--- config.mk ---
export PLATFORM = sky130hd
export DESIGN_NAME = mem_bus_arbiter
export DESIGN_NICKNAME = d
export VERILOG_FILES = /design/src/rtl/mem_bus_arbiter.sv
export SDC_FILE = /design/constraint.sdc
export NUM_CORES = 1
export LEC_CHECK = 0
export CAP_MARGIN = 40
export CORE_ASPECT_RATIO = 0.8
export CORE_UTILIZATION = 35
export DETAILED_ROUTE_END_ITERATION = 8
export GPL_TIMING_DRIVEN = 0
export PLACE_DENSITY = 0.69
export RECOVER_POWER = 50
export SYNTH_ARGS = -nofsm -noshare
export SYNTH_HDL_FRONTEND = slang
export SYNTH_SLANG_ARGS = --single-unit
export TNS_END_PERCENT = 100
--- constraint.sdc ---
create_clock -name i_core_clk -period 2 [get_ports i_core_clk]
set_input_delay 0.2 -clock i_core_clk [delete_from_list [all_inputs] [get_ports i_core_clk]]
set_output_delay 0.2 -clock i_core_clk [all_outputs]
set_load 0.02 [all_outputs]
--- src/rtl/mem_bus_arbiter.sv ---
// Purpose: shares one memory port between the CPU control unit and the debug/loader port, with round-robin on contention.
// Latency: req seen in IDLE cycle 0 -> fault ack cycle 1, write ack cycle 2, read ack cycle 2+MEM_LAT.
// Backpressure: requesters hold req with stable fields until their one-cycle ack; requests are sampled only in IDLE.
module mem_bus_arbiter #(
    // Cycles from the mem_rd strobe to valid mem_rdata; legal range 1..7.
    parameter int MEM_LAT = 1
) (
    input  logic        i_core_clk,
    input  logic        i_rst,

    // CPU control unit requester
    input  logic        i_cpu_req,
    input  logic        i_cpu_we,
    input  logic        i_cpu_byte,
    input  logic [15:0] i_cpu_addr,
    input  logic [15:0] i_cpu_wdata,
    output logic        o_cpu_ack,
    output logic        o_cpu_err,
    output logic [15:0] o_cpu_rdata,

    // Front-panel debug/loader requester
    input  logic        i_dbg_req,
    input  logic        i_dbg_we,
    input  logic        i_dbg_byte,
    input  logic [15:0] i_dbg_addr,
    input  logic [15:0] i_dbg_wdata,
    output logic        o_dbg_ack,
    output logic        o_dbg_err,
    output logic [15:0] o_dbg_rdata,

    // Memory port
    output logic [15:0] o_mem_addr,
    output logic [15:0] o_mem_wdata,
    output logic [1:0]  o_mem_be,
    output logic        o_mem_rd,
    output logic        o_mem_wr,
    input  logic [15:0] i_mem_rdata,

    // Status
    output logic        o_gnt_dbg,
    output logic        o_busy
);

    // Wait-counter load value; MEM_LAT is limited to 1..7 so it fits in 3 bits.
    localparam logic [2:0] LP_LAT = 3'(MEM_LAT);

    typedef enum logic [1:0] {
        ST_IDLE   = 2'd0,
        ST_ACCESS = 2'd1,
        ST_WAIT   = 2'd2,
        ST_RESP   = 2'd3
    } state_t;

    state_t      r_state;
    state_t      w_state_nxt;

    // Latched transaction of the current owner.
    logic        r_owner_dbg;
    logic        r_last_dbg;
    logic        r_we;
    logic        r_byte;
    logic [15:0] r_addr;
    logic [15:0] r_wdata;
    logic        r_err;
    logic [2:0]  r_cnt;
    logic [15:0] r_cpu_rdata;
    logic [15:0] r_dbg_rdata;

    // Arbitration and winner field selection (only meaningful in IDLE).
    logic        w_grant_vld;
    logic        w_grant_dbg;
    logic        w_win_we;
    logic        w_win_byte;
    logic [15:0] w_win_addr;
    logic [15:0] w_win_wdata;
    logic        w_win_fault;
    logic        w_rd_done;
    logic [15:0] w_rd_lane;

    // Pick the winner: a lone requester wins outright, a tie goes to whoever was not granted last.
    always_comb begin
        w_grant_vld = i_cpu_req | i_dbg_req;
        w_grant_dbg = i_dbg_req & (~i_cpu_req | ~r_last_dbg);
        w_win_we    = w_grant_dbg ? i_dbg_we    : i_cpu_we;
        w_win_byte  = w_grant_dbg ? i_dbg_byte  : i_cpu_byte;
        w_win_addr  = w_grant_dbg ? i_dbg_addr  : i_cpu_addr;
        w_win_wdata = w_grant_dbg ? i_dbg_wdata : i_cpu_wdata;
        // A word access on an odd address never reaches memory.
        w_win_fault = ~w_win_byte & w_win_addr[0];
    end

    // Read data becomes valid in the last WAIT cycle; byte reads return the addressed lane zero-extended.
    always_comb begin
        w_rd_done = (r_state == ST_WAIT) && (r_cnt <= 3'd1);
        w_rd_lane = i_mem_rdata;
        if (r_byte) begin
            w_rd_lane = {8'h00, (r_addr[0] ? i_mem_rdata[15:8] : i_mem_rdata[7:0])};
        end
    end

    // State register.
    always_ff @(posedge i_core_clk) begin
        if (i_rst) begin
            r_state <= ST_IDLE;
        end else begin
            r_state <= w_state_nxt;
        end
    end

    // Next-state logic: IDLE -> ACCESS -> [WAIT] -> RESP -> IDLE, faults skip straight to RESP.
    always_comb begin
        w_state_nxt = r_state;
        unique case (r_state)
            ST_IDLE: begin
                if (w_grant_vld) begin
                    w_state_nxt = w_win_fault ? ST_RESP : ST_ACCESS;
                end
            end
            ST_ACCESS: begin
                w_state_nxt = r_we ? ST_RESP : ST_WAIT;
            end
            ST_WAIT: begin
                if (w_rd_done) begin
                    w_state_nxt = ST_RESP;
                end
            end
            ST_RESP: begin
                w_state_nxt = ST_IDLE;
            end
            default: begin
                w_state_nxt = ST_IDLE;
            end
        endcase
    end

    // Latch the winner's fields and ownership at the grant edge; last-owner starts as DBG so CPU wins the first tie.
    always_ff @(posedge i_core_clk) begin
        if (i_rst) begin
            r_owner_dbg <= 1'b0;
            r_last_dbg  <= 1'b1;
            r_we        <= 1'b0;
            r_byte      <= 1'b0;
            r_addr      <= 16'h0000;
            r_wdata     <= 16'h0000;
            r_err       <= 1'b0;
        end else if ((r_state == ST_IDLE) && w_grant_vld) begin
            r_owner_dbg <= w_grant_dbg;
            r_last_dbg  <= w_grant_dbg;
            r_we        <= w_win_we;
            r_byte      <= w_win_byte;
            r_addr      <= w_win_addr;
            r_wdata     <= w_win_wdata;
            r_err       <= w_win_fault;
        end
    end

    // Read latency counter: loaded as the read strobe goes out, counts down through WAIT.
    always_ff @(posedge i_core_clk) begin
        if (i_rst) begin
            r_cnt <= 3'd0;
        end else if ((r_state == ST_ACCESS) && !r_we) begin
            r_cnt <= LP_LAT;
        end else if (r_state == ST_WAIT) begin
            r_cnt <= r_cnt - 3'd1;
        end
    end

    // Capture read data into the owner's holding register so it appears together with the ack and holds afterwards.
    always_ff @(posedge i_core_clk) begin
        if (i_rst) begin
            r_cpu_rdata <= 16'h0000;
            r_dbg_rdata <= 16'h0000;
        end else if (w_rd_done) begin
            if (r_owner_dbg) begin
                r_dbg_rdata <= w_rd_lane;
            end else begin
                r_cpu_rdata <= w_rd_lane;
            end
        end
    end

    // Drive the memory strobes only in ACCESS and the owner's ack only in RESP; everything else idles at zero.
    always_comb begin
        o_mem_addr  = 16'h0000;
        o_mem_wdata = 16'h0000;
        o_mem_be    = 2'b00;
        o_mem_rd    = 1'b0;
        o_mem_wr    = 1'b0;
        o_cpu_ack   = 1'b0;
        o_cpu_err   = 1'b0;
        o_dbg_ack   = 1'b0;
        o_dbg_err   = 1'b0;
        if (r_state == ST_ACCESS) begin
            o_mem_addr = {r_addr[15:1], 1'b0};
            o_mem_rd   = ~r_we;
            o_mem_wr   = r_we;
            if (r_byte) begin
                o_mem_be    = r_addr[0] ? 2'b10 : 2'b01;
                o_mem_wdata = {r_wdata[7:0], r_wdata[7:0]};
            end else begin
                o_mem_be    = 2'b11;
                o_mem_wdata = r_wdata;
            end
        end
        if (r_state == ST_RESP) begin
            o_cpu_ack = ~r_owner_dbg;
            o_cpu_err = ~r_owner_dbg & r_err;
            o_dbg_ack = r_owner_dbg;
            o_dbg_err = r_owner_dbg & r_err;
        end
    end

    assign o_cpu_rdata = r_cpu_rdata;
    assign o_dbg_rdata = r_dbg_rdata;
    assign o_gnt_dbg   = r_owner_dbg;
    assign o_busy      = (r_state != ST_IDLE);

endmodule

==> out/qor.yml, run 1 <==
hpwlAfterDp_mm: 8.58
netlist_instances: 393
cts_root_buf: "clkbuf_16"
critPathKind: "flip-flop to primary output"
antenna_found_initial: 0
synth-seq-area-share_pct: 40.0
hold_viol: 0
cp_max_fo: 4
die_h_um: 94.0
syn_area_um2: 3700
cts_tree: "done"
fin_crit_sh_pct: 97.4
vdd_drop_max_v: 0.000618
hold_ws_ps: 331
num_vias: 3370
yosysWarningCount: 0
leakagePower_nw: 2.27
via_per_inst: 4.76
cp-end-kind: "primary output"
initialDrtViolationCount: 102
setup_viol: 0
netlist.area_leader.share_pct: 40.0
postCtsSetupRepairBufs: 0
core_area_um2: 10300
drv_cap: 0
initial_core_util_pct: 36.0
grt_usage_pct: 20.6
placed_area_um2: 5470
required_ps: 1800
cts_inserted_buffers: 9
finalMaxSlewViolations: 0
clock_latency_ps: 330
diodes: 0
drcViolationCount: 0
grt_pass1_vias: 3410
wl_mm: 10.9
skew_ps: 4.66
synth_edf_count: 0
relSlewSlack_pct: 56.5
place_ws_ps: -206
wire_per_inst_um: 15.4
tightest_slew_ps: 653
ys_ff_latch: 74
worstPathArrival_ps: 1750
grt_max_degree: 14
portBuffers: 159
period_minus_slack_ps: 1950
timing.final.ws_setup_ps: 52.0
clkSinkCount: 74
ys_types: 41
die_w_um: 117
yosysTopAreaCell: "dfxtp_1"
drive_above_1_share_pct: 10.6
firstDrtPassIters: 4
overflow: 0
ios: 162
hp-class: "input port to flip-flop"
clk_pin_slew_ps: 60
status: "completed"
cellPowerDensity_nw_per_um2: 1210
fillers: 957
synth_area_leaders: "dfxtp_1 (40%), mux2i_1 (16%), a211oi_1 (8.3%)"
async_flop_share_pct: 0
fmax_mhz: 513
area_delta_synth_final_pct: 56.6
setup.worst_path.start_class: "flip-flop"
ant_nets: 0
yosys_most_used_dff: "dfxtp_1"
syn-num-nets: 487
power.total_mw: 7.03
grt_pass1_wl_mm: 17.0
fin_area_um2: 5800
htreeDepth: 3
gp_congestion: 0.792
nets: 657
row_count: 33
max-clock-path-buffers: 2
die_area_um2: 11000
syn_area_per_cell_um2: 9.42
cells by family (layout without fill, tap and decap cells):
family	Yosys count	after routing	share of synthesized area, %
compound gates	71	71	15.1
xor+xnor	2	2	0.473
fa+ha+maj	6	6	2.03
buf+inv	38	213	6.99
flops	74	74	40.0
mux	59	59	15.9
other cells	1	1	0.101
simple gates	142	142	19.3
synth_stat cells (all sizes together) (6+ instances only):
cell / count
inv: 6
ha: 6
buf: 19
nor2b: 19
nand2: 20
mux2i: 59
a211oi: 51
and2: 26
clkbuf: 13
dfxtp: 74
nor2: 63
a21oi: 10
power breakdown:
part | internal (mW) | leakage, nW | switching, mW
clock | 1.10 | 0.153 | 0.631
sequential | 1.88 | 0.607 | 0.267
combinational | 1.40 | 1.51 | 1.76
placed cells by master, fill, tap and decap left out, types with 11 or more instances in the layout:
cell type        instances
a211oi_1                41
and2_1                  26
clkbuf_1                11
clkdlybuf4s15_1         13
clkdlybuf4s50_1        119
dfxtp_1                 74
dlygate4sd2_1           14
mux2i_1                 59
nand2_1                 19
nor2_1                  63
nor2b_1                 19
per-stage QoR:
step	util, %	setup TNS [ps]	std cells
5_1_grt	56.4	-20.1	708
3_5_place_dp	53.2	-5190	692
4_1_cts	56.3	-0.717	708
6_report	56.4	0	708
3_3_place_gp	53.2	-4140	692
2_1_floorplan	-	0	393
metal layers:
layer  up-vias  share of wire (%)  global-route usage [%]
li1       1700                  -                       -
met1      1563                 45                    26.5
met2        95                 48                    34.3
met3        12                5.0                    4.39
met4         0                1.3                    6.12
met5         -                  0                       0
timing repair:
action,CTS,global route
hold buffers,0,0
hold endpoints to repair,0,0
gates resized for setup,64,12
setup endpoints to repair,35,34
flip-flops by register name, indices dropped and copies added (netlist names):
register,count
r_byte,1
r_err,1
r_wdata,16
r_last_dbg,1
o_dbg_rdata,16
r_cnt,3
o_gnt_dbg,1
r_state,2
r_addr,16
o_cpu_rdata,16
r_we,1
layout make-up:
| class | instances | area, µm² | share of cell area (%) |
|---|---|---|---|
| Buffer | 32 | 253 | 4.36 |
| Clock buffer | 10 | 229 | 3.95 |
| Tap cell | 140 | 175 | 3.02 |
| Timing Repair Buffer | 159 | 1570 | 27.1 |
| Inverter | 6 | 22.5 | 0.388 |
| Clock inverter | 6 | 90.1 | 1.55 |
| Sequential cell | 74 | 1480 | 25.5 |
| Multi-Input combinational cell | 281 | 1980 | 34.1 |
critical path, stage by stage (launching register included):
cell and delay [ps]:
dfxtp_1 420, ha_1 240, and3_1 170, clkdlybuf4s50_1 590
final timing paths:
check / startpoint / end / slack [ps] / depth (start not counted)
setup / recovery: r_state[0] / o_dbg_err / 50 / 3
hold / removal: i_rst / r_wdata[3] / 330 / 2
setup reg to reg: r_state[1] / r_wdata[9] / 210 / 6
hold reg to reg: o_cpu_rdata[9] / o_cpu_rdata[9] / 450 / 2
(Power assumes the default switching activity.)
==> run 2: changes to the inputs <==
Settings changed: ABC_CLOCK_PERIOD_IN_PS set to 2000, MAX_ROUTING_LAYER set to met4.
==> run 2 against run 1 <==
Effect of this change: combinational power barely moved; global-route usage rose by 0.57 points; register-to-register slack barely moved; non-clock buffer count did not move; largest power group unchanged; critical endpoint unchanged; sequential share of layout area did not move; hold slack improved by 7.6 ps; setup slack barely moved; count of clock-buffer cells in the layout did not move; cell area did not move; core utilization did not move; clock skew rose by 0.64 ps.
==> out/qor.yml, run 2 (synthesis gave the netlist of run 1 again) <==
via_per_inst: 4.76
cp_max_fo: 4
firstDrtPassIters: 4
reg2reg_from: "r_state[0]"
hold_ws_ps: 339
hold_end: "r_wdata[3]"
die_area_um2: 11000
row_count: 33
grt_pass1_vias: 3414
wl_mm: 11.0
grt_max_degree: 14
path_buf_inv: 1
gp_congestion: 0.803
die_w_um: 117
status: "completed"
finalSetupTns_ps: 0
power.total_mw: 7.04
period_minus_slack_ps: 1950
drcViolationCount: 0
hold_depth: 2
reg2regPathDepth: 6
critPathKind: "flip-flop to primary output"
core_area_um2: 10300
setup.worst_path.start_class: "flip-flop"
fin_crit_sh_pct: 97.4
fmax_mhz: 513
portBuffers: 159
worstPathCellList: "ha_1 -> and3_1 -> clkdlybuf4s50_1"
place_ws_ps: -206
clkSinkCount: 74
grt_pass1_wl_mm: 17.0
initialDrtViolationCount: 104
rrSetupSlack_ps: 210
setup_viol: 0
cts_root_buf: "clkbuf_16"
wire_per_inst_um: 15.5
clock_latency_ps: 330
hold_buffers: 0
drive_above_1_share_pct: 10.6
r2r_end: "o_cpu_rdata[4]"
critPathMaxStageDelay_ps: 590
ant_nets: 0
hp-class: "input port to flip-flop"
htreeDepth: 3
finalMaxSlewViolations: 0
hold_viol: 0
max-clock-path-buffers: 2
skew_ps: 5.30
grt_usage_pct: 21.1
nets: 657
fin_area_um2: 5800
drv_cap: 0
clk_pin_slew_ps: 60
cellPowerDensity_nw_per_um2: 1210
overflow: 0
ios: 162
tightest_slew_ps: 652
die_h_um: 94.0
num_vias: 3370
final_cell_mix: "clkdlybuf4s50_1 (119), dfxtp_1 (74), nor2_1 (63), mux2i_1 (59), a211oi_1 (41)"
initial_core_util_pct: 36.0
hpwlAfterDp_mm: 8.58
cp_slowest_cell: "clkdlybuf4s50_1"
leakagePower_nw: 2.27
layout_commonest_cell: "clkdlybuf4s50_1"
relSlewSlack_pct: 56.5
worstPathArrival_ps: 1750
worst-path-stages: 3
path_delay_family: "buffers and inverters"
cp-end-kind: "primary output"
hp-start: "i_rst"
cts_tree: "done"
cts_inserted_buffers: 9
required_ps: 1800
vdd_drop_max_v: 0.000619
timing.final.ws_setup_ps: 52.3
area_delta_synth_final_pct: 56.6
diodes: 0
placed_area_um2: 5470
antenna_found_initial: 0
run 2: worst max-delay path by stage:
stage,startpoint,slack (ps),to
after floorplan,r_state[0],480,o_dbg_rdata[12]
after global placement,r_state[1],-210,o_mem_wdata[10]
after detailed placement,r_state[1],-210,o_mem_wdata[12]
after CTS,r_state[1],-0.7,o_mem_wdata[12]
after global routing,r_state[0],-10,o_dbg_err
final,r_state[0],50,o_dbg_err
run 2: power by group:
group	switching, mW	internal, mW	total, mW
registers	0.268	1.88	2.15
logic	1.76	1.40	3.16
clock network	0.632	1.10	1.73
total	2.66	4.38	7.04
run 2: layout make-up:
class / instances / area (µm²)
clock buffer: 10 / 229
tap: 140 / 175
timing repair buffer: 159 / 1570
multi-input combinational: 281 / 1980
sequential: 74 / 1480
buffer: 32 / 253
inverter: 6 / 22.5
fill: 957 / 4480
clock inverter: 6 / 90.1
run 2: through the flow:
step / util [%] / cells
detailed placement: 53.2 / 692
global route: 56.4 / 708
floorplan: - / 393
global placement: 53.2 / 692
CTS: 56.3 / 708
finish: 56.4 / 708
run 2: what timing repair did:
action / 4_1_cts / 5_1_grt
pin swaps: 0 / 0
buffers inserted: 0 / 0
endpoints found under the hold margin: 0 / 0
setup endpoints to repair: 35 / 34
gates resized for setup: 64 / 12
run 2: metal layers:
metal | GRT usage (%) | up-vias | part of all wire (%)
li1 | - | 1703 | -
met1 | 26.9 | 1559 | 46
met2 | 34.3 | 97 | 48
met3 | 3.74 | 11 | 4.7
met4 | 6.12 | 0 | 1.3
met5 | - | - | 0
==> run 3: changes to the inputs <==
Settings changed: CTS_CLUSTER_SIZE set to 14.
==> results of run 3 <==
No change in the layout: final DEF, timing and power equal those of run 2.
